--- src/rtl/bp_pkg.sv ---
// Shared types and constants for the branch prediction table update controller.
package bp_pkg;

    // Opcode of a conditional branch (B-type).
    localparam logic [6:0] BRANCH_OP = 7'b1100011;

    // Widest table index an update record can carry. Narrower tables
    // leave the upper bits at zero.
    localparam int IDX_W_MAX = 16;

    // Controller states: normal update draining, or a full-table invalidation walk.
    typedef enum logic {
        ST_IDLE  = 1'b0,
        ST_CLEAR = 1'b1
    } bpt_state_e;

    // One pending table update, as queued in the update FIFO.
    typedef struct packed {
        logic [IDX_W_MAX-1:0] idx;
        logic [63:0]          target;
        logic                 taken;
    } bpt_upd_t;

    // Sequential fetch address after a not-taken branch (64-bit wrap).
    function automatic logic [63:0] next_seq_pc(input logic [63:0] pc);
        return pc + 64'd4;
    endfunction

endpackage

--- src/rtl/bpt_upd_fifo.sv ---
// Small synchronous FIFO of table-update records. The head is visible
// combinationally so the consumer can write it in the same cycle it pops.
// A push into a full FIFO is accepted when a pop happens in the same cycle.
module bpt_upd_fifo
    import bp_pkg::*;
#(
    parameter int DEPTH = 2,
    parameter int PTR_W = $clog2(DEPTH)
)(
    input  logic           clk,
    input  logic           arst,
    input  logic           push,
    input  bpt_upd_t       push_rec,
    input  logic           pop,
    output bpt_upd_t       head_rec,
    output logic           full,
    output logic           empty,
    output logic [PTR_W:0] count
);

    localparam logic [PTR_W:0] FULL_CNT = (PTR_W+1)'(DEPTH);

    bpt_upd_t         mem_q [DEPTH];
    logic [PTR_W-1:0] wr_ptr_q, wr_ptr_d;
    logic [PTR_W-1:0] rd_ptr_q, rd_ptr_d;
    logic [PTR_W:0]   count_q, count_d;
    logic             do_push, do_pop;

    // Qualify push/pop against occupancy and advance pointers and count.
    always_comb begin
        do_pop   = pop & (count_q != '0);
        do_push  = push & ((count_q != FULL_CNT) | do_pop);
        wr_ptr_d = wr_ptr_q;
        rd_ptr_d = rd_ptr_q;
        count_d  = count_q;
        if (do_push) begin
            wr_ptr_d = wr_ptr_q + PTR_W'(1);
        end
        if (do_pop) begin
            rd_ptr_d = rd_ptr_q + PTR_W'(1);
        end
        if (do_push && !do_pop) begin
            count_d = count_q + (PTR_W+1)'(1);
        end else if (!do_push && do_pop) begin
            count_d = count_q - (PTR_W+1)'(1);
        end
    end

    // Pointer and occupancy registers; reset empties the FIFO.
    always_ff @(posedge clk or posedge arst) begin
        if (arst) begin
            wr_ptr_q <= '0;
            rd_ptr_q <= '0;
            count_q  <= '0;
        end else begin
            wr_ptr_q <= wr_ptr_d;
            rd_ptr_q <= rd_ptr_d;
            count_q  <= count_d;
        end
    end

    // Record storage; contents are don't-care until written, so no reset.
    always_ff @(posedge clk) begin
        if (do_push) begin
            mem_q[wr_ptr_q] <= push_rec;
        end
    end

    assign head_rec = mem_q[rd_ptr_q];
    assign full     = (count_q == FULL_CNT);
    assign empty    = (count_q == '0);
    assign count    = count_q;

endmodule

--- src/rtl/bpt_update_ctrl.sv ---
// Branch resolution and prediction-table update controller.
// Compares each ID-stage branch against its fetch-time prediction, issues a
// one-cycle flush/redirect on a mispredict, queues table updates and owns
// the table write port, interleaving a full invalidation walk on request.
module bpt_update_ctrl
    import bp_pkg::*;
#(
    parameter int N_REG      = 4,
    parameter int N_BITS     = $clog2(N_REG),
    parameter int FIFO_DEPTH = 2,
    parameter int CNT_W      = 32
)(
    input  logic              clk,
    input  logic              arst,
    input  logic              id_valid,
    input  logic              id_is_branch,
    input  logic              id_pred_taken,
    input  logic              id_taken,
    input  logic [63:0]       id_pc,
    input  logic [63:0]       id_target,
    input  logic              clear_req,
    output logic              stall,
    output logic              flush,
    output logic [63:0]       redirect_pc,
    output logic              tbl_we,
    output logic [N_BITS-1:0] tbl_idx,
    output logic              tbl_clr,
    output logic [63:0]       tbl_target,
    output logic              tbl_taken,
    output logic              clear_busy,
    output logic [CNT_W-1:0]  branch_cnt,
    output logic [CNT_W-1:0]  mispred_cnt
);

    localparam int                FIFO_PTR_W = $clog2(FIFO_DEPTH);
    localparam logic [N_BITS-1:0] LAST_IDX   = N_BITS'(N_REG - 1);

    bpt_state_e        state_q, state_d;
    logic [N_BITS-1:0] walk_q, walk_d;
    logic              flush_q, flush_d;
    logic [63:0]       redirect_q, redirect_d;
    logic [CNT_W-1:0]  branch_cnt_q, branch_cnt_d;
    logic [CNT_W-1:0]  mispred_cnt_q, mispred_cnt_d;

    logic              acc, mp, pop, stall_int;
    logic [N_BITS-1:0] id_idx;
    bpt_upd_t          push_rec, head_rec;
    logic              fifo_full, fifo_empty;
    logic [FIFO_PTR_W:0] fifo_count_unused;

    // Same index slice the table uses for lookup.
    assign id_idx = id_pc[2*N_BITS-1:N_BITS];

    // Pop only when idle and no clear is starting; a full FIFO that is
    // popping this cycle can still take a new branch.
    assign pop       = (state_q == ST_IDLE) & ~clear_req & ~fifo_empty;
    assign stall_int = fifo_full & ~pop;
    assign acc       = id_valid & id_is_branch & ~flush_q & ~stall_int;
    assign mp        = acc & (id_pred_taken ^ id_taken);

    // Build the update record for an accepted branch.
    always_comb begin
        push_rec                    = '0;
        push_rec.idx[N_BITS-1:0]    = id_idx;
        push_rec.target             = id_target;
        push_rec.taken              = id_taken;
    end

    bpt_upd_fifo #(
        .DEPTH (FIFO_DEPTH)
    ) u_fifo (
        .clk      (clk),
        .arst     (arst),
        .push     (acc),
        .push_rec (push_rec),
        .pop      (pop),
        .head_rec (head_rec),
        .full     (fifo_full),
        .empty    (fifo_empty),
        .count    (fifo_count_unused)
    );

    // Upper record index bits are always zero for this table size.
    generate
        if (N_BITS < IDX_W_MAX) begin : g_idx_hi
            logic unused_idx_hi;
            assign unused_idx_hi = ^head_rec.idx[IDX_W_MAX-1:N_BITS];
        end
    endgenerate

    // FSM next state and table write port: walk entries in CLEAR, otherwise
    // drain the FIFO head straight onto the write port.
    always_comb begin
        state_d    = state_q;
        walk_d     = walk_q;
        tbl_we     = 1'b0;
        tbl_clr    = 1'b0;
        tbl_idx    = '0;
        tbl_target = '0;
        tbl_taken  = 1'b0;
        clear_busy = 1'b0;
        case (state_q)
            ST_IDLE: begin
                if (clear_req) begin
                    state_d = ST_CLEAR;
                    walk_d  = '0;
                end else if (!fifo_empty) begin
                    tbl_we     = 1'b1;
                    tbl_idx    = head_rec.idx[N_BITS-1:0];
                    tbl_target = head_rec.target;
                    tbl_taken  = head_rec.taken;
                end
            end
            ST_CLEAR: begin
                tbl_we     = 1'b1;
                tbl_clr    = 1'b1;
                tbl_idx    = walk_q;
                clear_busy = 1'b1;
                if (walk_q == LAST_IDX) begin
                    state_d = ST_IDLE;
                    walk_d  = '0;
                end else begin
                    walk_d = walk_q + N_BITS'(1);
                end
            end
            default: begin
                state_d = ST_IDLE;
                walk_d  = '0;
            end
        endcase
    end

    // Mispredict redirect and saturating statistics counters.
    always_comb begin
        flush_d       = mp;
        redirect_d    = '0;
        branch_cnt_d  = branch_cnt_q;
        mispred_cnt_d = mispred_cnt_q;
        if (mp) begin
            redirect_d = id_taken ? id_target : next_seq_pc(id_pc);
        end
        if (acc && (branch_cnt_q != '1)) begin
            branch_cnt_d = branch_cnt_q + CNT_W'(1);
        end
        if (mp && (mispred_cnt_q != '1)) begin
            mispred_cnt_d = mispred_cnt_q + CNT_W'(1);
        end
    end

    // State registers; reset discards any walk in progress.
    always_ff @(posedge clk or posedge arst) begin
        if (arst) begin
            state_q       <= ST_IDLE;
            walk_q        <= '0;
            flush_q       <= 1'b0;
            redirect_q    <= '0;
            branch_cnt_q  <= '0;
            mispred_cnt_q <= '0;
        end else begin
            state_q       <= state_d;
            walk_q        <= walk_d;
            flush_q       <= flush_d;
            redirect_q    <= redirect_d;
            branch_cnt_q  <= branch_cnt_d;
            mispred_cnt_q <= mispred_cnt_d;
        end
    end

    assign stall       = stall_int;
    assign flush       = flush_q;
    assign redirect_pc = redirect_q;
    assign branch_cnt  = branch_cnt_q;
    assign mispred_cnt = mispred_cnt_q;

endmodule
--- config.mk ---
export PLATFORM = sky130hd
export DESIGN_NAME = bpt_update_ctrl
export DESIGN_NICKNAME = d
export VERILOG_FILES = /design/src/rtl/bp_pkg.sv /design/src/rtl/bpt_upd_fifo.sv /design/src/rtl/bpt_update_ctrl.sv
export SDC_FILE = /design/constraint.sdc
export NUM_CORES = 1
export LEC_CHECK = 0
export ABC_AREA = 1
export CAP_MARGIN = 20
export CORE_ASPECT_RATIO = 1.4
export CORE_MARGIN = 2
export CORE_UTILIZATION = 62
export CTS_CLUSTER_DIAMETER = 120
export CTS_CLUSTER_SIZE = 30
export DETAILED_ROUTE_END_ITERATION = 12
export DONT_BUFFER_PORTS = 1
export GPL_TIMING_DRIVEN = 0
export PLACE_DENSITY_LB_ADDON = 0.2
export SLEW_MARGIN = 30
export SYNTH_ARGS = -nofsm -noshare
export SYNTH_HDL_FRONTEND = slang
export SYNTH_SLANG_ARGS = --single-unit
--- constraint.sdc ---
create_clock -name clk -period 7.9 [get_ports clk]
set_input_delay 1.975 -clock clk [delete_from_list [all_inputs] [get_ports clk]]
set_output_delay 1.975 -clock clk [all_outputs]
set_load 0.02 [all_outputs]
### After elaboration in Yosys (flattened, before gate mapping)

Memories as Yosys holds them, arrays and structs flattened.
Index checks and enable logic that the tools add are counted.

* logic and storage cells: 75
* memories: 1
* register bits after elaboration: 136
* output and inout bits: 200
* RAM bits: 134
* input bits: 135

* reductions and logical operators: 9
* mux-type cells: 25
* add/sub/neg operators: 8
* bitwise gates (word level): 17
* equality and inequality tests: 6

Memory list
* u_fifo.mem_q: words 2, bits a word 67, rd ports 1, clocked after memory_dff 0, write ports 1, RTL line bpt_upd_fifo.sv:23 `bpt_upd_t mem_q [DEPTH];`

Operators by type and width (count)
* $mux 64: 5
* $add 32x1->32 const B: 2
* $add 64x3->64 const B: 1
* $ne 32x32->1 const B: 2
* $mux 2: 6
* $mux 1: 10
* $and 1x1->1: 9
* $pmux 2 s2: 2
* $not 1->1: 6
* $add 2x1->2 const B: 2
* $eq 2x2->1 const B: 2
* $logic_and 1x1->1: 4
* $ne 2x2->1 const B: 2
* $pmux 1 s2: 2
* $reduce_bool 2->1: 2
* $add 1x1->1 const B: 2
* $logic_not 1->1: 2
* $logic_not 2->1: 1
* $sub 2x1->2 const B: 1
* $or 1x1->1: 1
* $xor 1x1->1: 1

### Longest topological paths before layout

* depth after elaboration: 12
* mapped depth: 13
* mapped depth without buffers: 12

### Cells and area by module

A second synthesis with hierarchy kept.

* cell total of the unflattened synthesis: 2024
* area total of the unflattened synthesis: 15800.2 µm²

By module, submodules not included
* bpt_update_ctrl: seq. area each 3303.2 µm², cells an instance 1567, times used 1, area each 9640.5 µm²
* bpt_upd_fifo: seq. area each 4964.8 µm², cells an instance 457, times used 1, area each 6159.7 µm²

### Least setup slack after synthesis

Ideal clock, no wire load.

* kind: input -> register
* start point: in clear_req
* end point: mem u_fifo.mem_q[1][0] (netlist bit) (enable)
* arrival time: 5.102 ns
* path buffers: 0
* required time: 7.406 ns
* stages on the path: 5
* library setup time: 0.494 ns
* setup slack: 2.305 ns
* cells stage by stage: nor2_4 > inv_2 > nand3_2 > nand2_2 > nor2_1

* word-level cells in the longest chain between the ends: 10
* elaborated cells on any way between the ends: 12
* those cells by class: mux (2); bitwise (10)

Ends and longest elaborated chain
* start: declaration: RTL line bpt_update_ctrl.sv:21 `input logic clear_req,`
* $not 1->1 *: RTL line bpt_update_ctrl.sv:56 `assign pop = (state_q == ST_IDLE) & ~clear_req & ~fifo_empty;`
* $and 1x1->1 * (2 in series): RTL line bpt_update_ctrl.sv:56
* $not 1->1: RTL line bpt_update_ctrl.sv:57 `assign stall_int = fifo_full & ~pop;`
* $and 1x1->1: RTL line bpt_update_ctrl.sv:57
* $not 1->1: RTL line bpt_update_ctrl.sv:58 `assign acc = id_valid & id_is_branch & ~flush_q & ~stall_int;`
* $and 1x1->1: RTL line bpt_update_ctrl.sv:58
* $and 1x1->1 *: RTL line bpt_upd_fifo.sv:32 `do_push = push & ((count_q != FULL_CNT) | do_pop);`
* $mux 1 *: RTL line bpt_upd_fifo.sv:64 `if (do_push) begin`
* $mux 1 (not written as such) *: RTL line bpt_upd_fifo.sv:65 `mem_q[wr_ptr_q] <= push_rec;`
* end: declaration: RTL line bpt_upd_fifo.sv:23

Every way passes the cells marked *; elsewhere a longest branch is shown, timed or not.

### Final worst setup path

* start point: in clear_req
* end point: out tbl_target[45]

* word-level cells in the longest chain between the ends: 2

Ends and longest elaborated chain
* $mux 64: RTL line bpt_update_ctrl.sv:104 `if (clear_req) begin`
* $mux 64: RTL line bpt_update_ctrl.sv:102 `case (state_q)`
* end: declaration: RTL line bpt_update_ctrl.sv:28 `output logic [63:0] tbl_target,`

Every way passes these cells.

==> results.py <==
metrics = {
    "timing": {
        "fin_crit_sh_pct": 69.1,
        "fin_crit_ps": 5460,
        "drv_slew": 0,
        "skew_ps": 27.7,
        "hold_viol": 0,
        "rsz0062_at_grt": "no",
        "setup_tns_ps": 0,
        "setup_viol": 0,
        "maxSlewHeadroom_pct": 38.1,
        "fin_ws_ps": 2440,
        "worst_pin_slew_ps": 921,
        "fmax_ghz": 0.183,
    },
    "critical_path": {
        "crit_chain": "nor2_4 > nand2_1 > buf_1 > buf_1 > a21oi_1",
        "slowest_stage": "buf_1",
        "cp.arrival_ps": 3480,
        "crit_path_start_kind": "primary input",
        "end_kind": "output pin",
        "path_common_cell": "buf_1",
        "critPathBufInv": 2,
        "worstPathMaxFanout": 10,
        "cpPeakStageDelay_ps": 540,
        "r2r_slack_ps": 5590,
        "crit_type": "in -> out",
        "cp_data_required_time_ps": 5930,
        "crit_family": "buffers and inverters",
    },
    "clock_network": {
        "cts_resized": 0,
        "clk_latency_ps": 500,
        "cts.sinks": 270,
        "cts_buffer_depth": 3,
        "post-cts-setup-buffers": 0,
        "root_buffer": "clkbuf_16",
        "cts_hold_buf": 0,
        "cts_buffers": 12,
        "cts.htree.levels": 1,
        "path_clk_slew_ps": 110,
        "cts_tree": "done",
    },
    "synth": {
        "synth_top_family_by_area": "simple AND/OR/NAND/NOR gates",
        "synth-compound-area-share_pct": 6.58,
        "postSynthCellCount": 1799,
        "synthAdderAreaFrac_pct": 0.444,
        "syn_area_per_cell_um2": 7.84,
        "synth_edf_count": 134,
        "synth_nets": 1939,
        "seq_area_frac_synth_pct": 52.7,
        "synth.area.mux_share_pct": 0,
        "synthXorXnorAreaFrac_pct": 3.42,
        "synth_seq_cells": 270,
        "yosys.cell_types.count": 35,
        "synth_ff_type": "dfrtp_1",
        "synth_simple_gate_area_share_pct": 30.2,
        "netlist_area_um2": 14100,
        "ys_warn_count": 0,
        "synthArstFlopShare_pct": 50.4,
    },
    "finish": {
        "utilization_pct": 67.0,
        "layout_common_cells": "620 x nand2_1, 284 x nor2_1, 170 x inv_1",
        "syn_to_final_growth_pct": 6.69,
        "stdcell_count": 2127,
        "num-nets-final": 1960,
        "design_area_um2": 15000,
        "final_common_cell": "nand2_1",
        "antenna_cells": 0,
        "drive_gt1_share_pct": 3.78,
    },
    "global_route": {
        "grt_usage_pct": 36.5,
        "antenna_found_initial": 1,
        "grt_pass1_vias": 11900,
        "grt.overflow.total": 0,
        "grt_max_degree": 78,
        "grt_pass1_wl_mm": 66.9,
    },
    "place": {
        "dp_hpwl_mm": 35.0,
        "dp_slack_ps": 2420,
        "dp.cells": 2107,
        "place.port_buffers": 0,
        "gp_congestion": 1.02,
        "place_area_um2": 14700,
    },
    "pwr": {
        "power_density_nw_per_um2": 240,
        "vdd_drop_max_v": 0.000202,
        "leakagePower_nw": 6.62,
    },
    "die": {
        "coreArea_um2": 22400,
        "die_w_um": 131,
        "die_h_um": 182,
        "start_util_pct": 62.8,
        "rows": 65,
        "die-area_um2": 24000,
        "ios": 335,
    },
    "route": {
        "drtIter0Drc": 958,
        "drc": 0,
        "ant_nets": 0,
        "wl_mm": 44.2,
        "vias": 12100,
        "avgViaCountPerCell": 5.70,
        "wl_per_cell_um": 20.8,
        "firstDrtPassIters": 5,
    },
    "job": {
        "drv_cap": 0,
    },
    "min_path": {
        "hold_class": "reg -> reg",
    },
    "run_status": {
        "outcome": "finished clean",
    },
}
## Yosys cell counts, drive strengths merged (5+ instances only)
cell type	count	area [µm²]
a21oi	87	435
xnor2	18	158
clkbuf	31	118
ha	5	62.6
nand3b	11	82.6
nand4	12	75.1
o21ai	86	430
xor2	37	324
inv	180	681
nand3	84	445
edfxtp	134	4020
dfrtp	136	3400
nand2	626	2370
nor2	293	1140
o21bai	5	37.5
buf	24	146
nor3	23	120
## routing by layer
metal	wire [µm]	share of wire, %	up-vias	track usage, %
met5	0	0	-	0
met4	2460	5.6	0	17.7
li1	-	-	5732	-
met1	15600	35	5678	41.5
met2	22200	50	601	65.0
met3	3950	8.9	114	8.28
## cell type report
cell class | instances | area, µm²
sequential | 270 | 7430
tap | 301 | 377
timing repair buffer | 7 | 193
clock buffer | 20 | 352
buffer | 55 | 264
multi-input combinational | 1293 | 5740
inverter | 181 | 692
fill | 1943 | 7400
## logic make-up after synthesis
group                      after synthesis
DFF                                    270
adders and majority gates                5
AOI/OAI and AO/OA                      181
xor gates and xnor gates                55
buffers and inverters                  236
and+or+nand+nor                       1052
## worst register-to-register path: stages (launching register included)
cell and delay [ps]:
dfrtp_1 650, nor2_4 100, nand2_1 230, buf_1 470, ha_1 360, a21oi_1 140, o21ai_0 120, xor2_1 160
## path summary, 6_finish.rpt
| kind | from | endpoint | cells after the start |
|---|---|---|---|
| worst min register to register | u_fifo.count[0] | u_fifo.count[0] | 1 |
| worst max register to register | state_q | u_fifo.count[1] | 7 |
| min in group asynchronous | arst | mispred_cnt[24] | 1 |
| max in group asynchronous | arst | redirect_pc[9] | 2 |
| worst min-delay path | u_fifo.count[0] | u_fifo.count[0] | 1 |
| worst max-delay path | clear_req | tbl_target[45] | 5 |
## through the flow
step / total power, mW / hold WS, ps
after global placement: 2.84 / 460
after detailed placement: 2.90 / 467
after CTS: 3.61 / 483
final: 3.61 / 484
after global routing: 3.78 / 497
after floorplan: 2.59 / 446
## power by group
part	switching, mW	total, mW	internal, mW
clock	0.422	0.733	0.311
sequential	0.269	1.95	1.68
combinational	0.684	0.932	0.248
total	1.38	3.61	2.24
## state kept, by name, summed over array words and instances, names as in the netlist, 2 cells and up
name and flops:
branch_cnt 32, mispred_cnt 32, redirect_pc 64, u_fifo.count 2, u_fifo.mem_q 134, walk_q 2
Power figures use the tool's default switching activity.
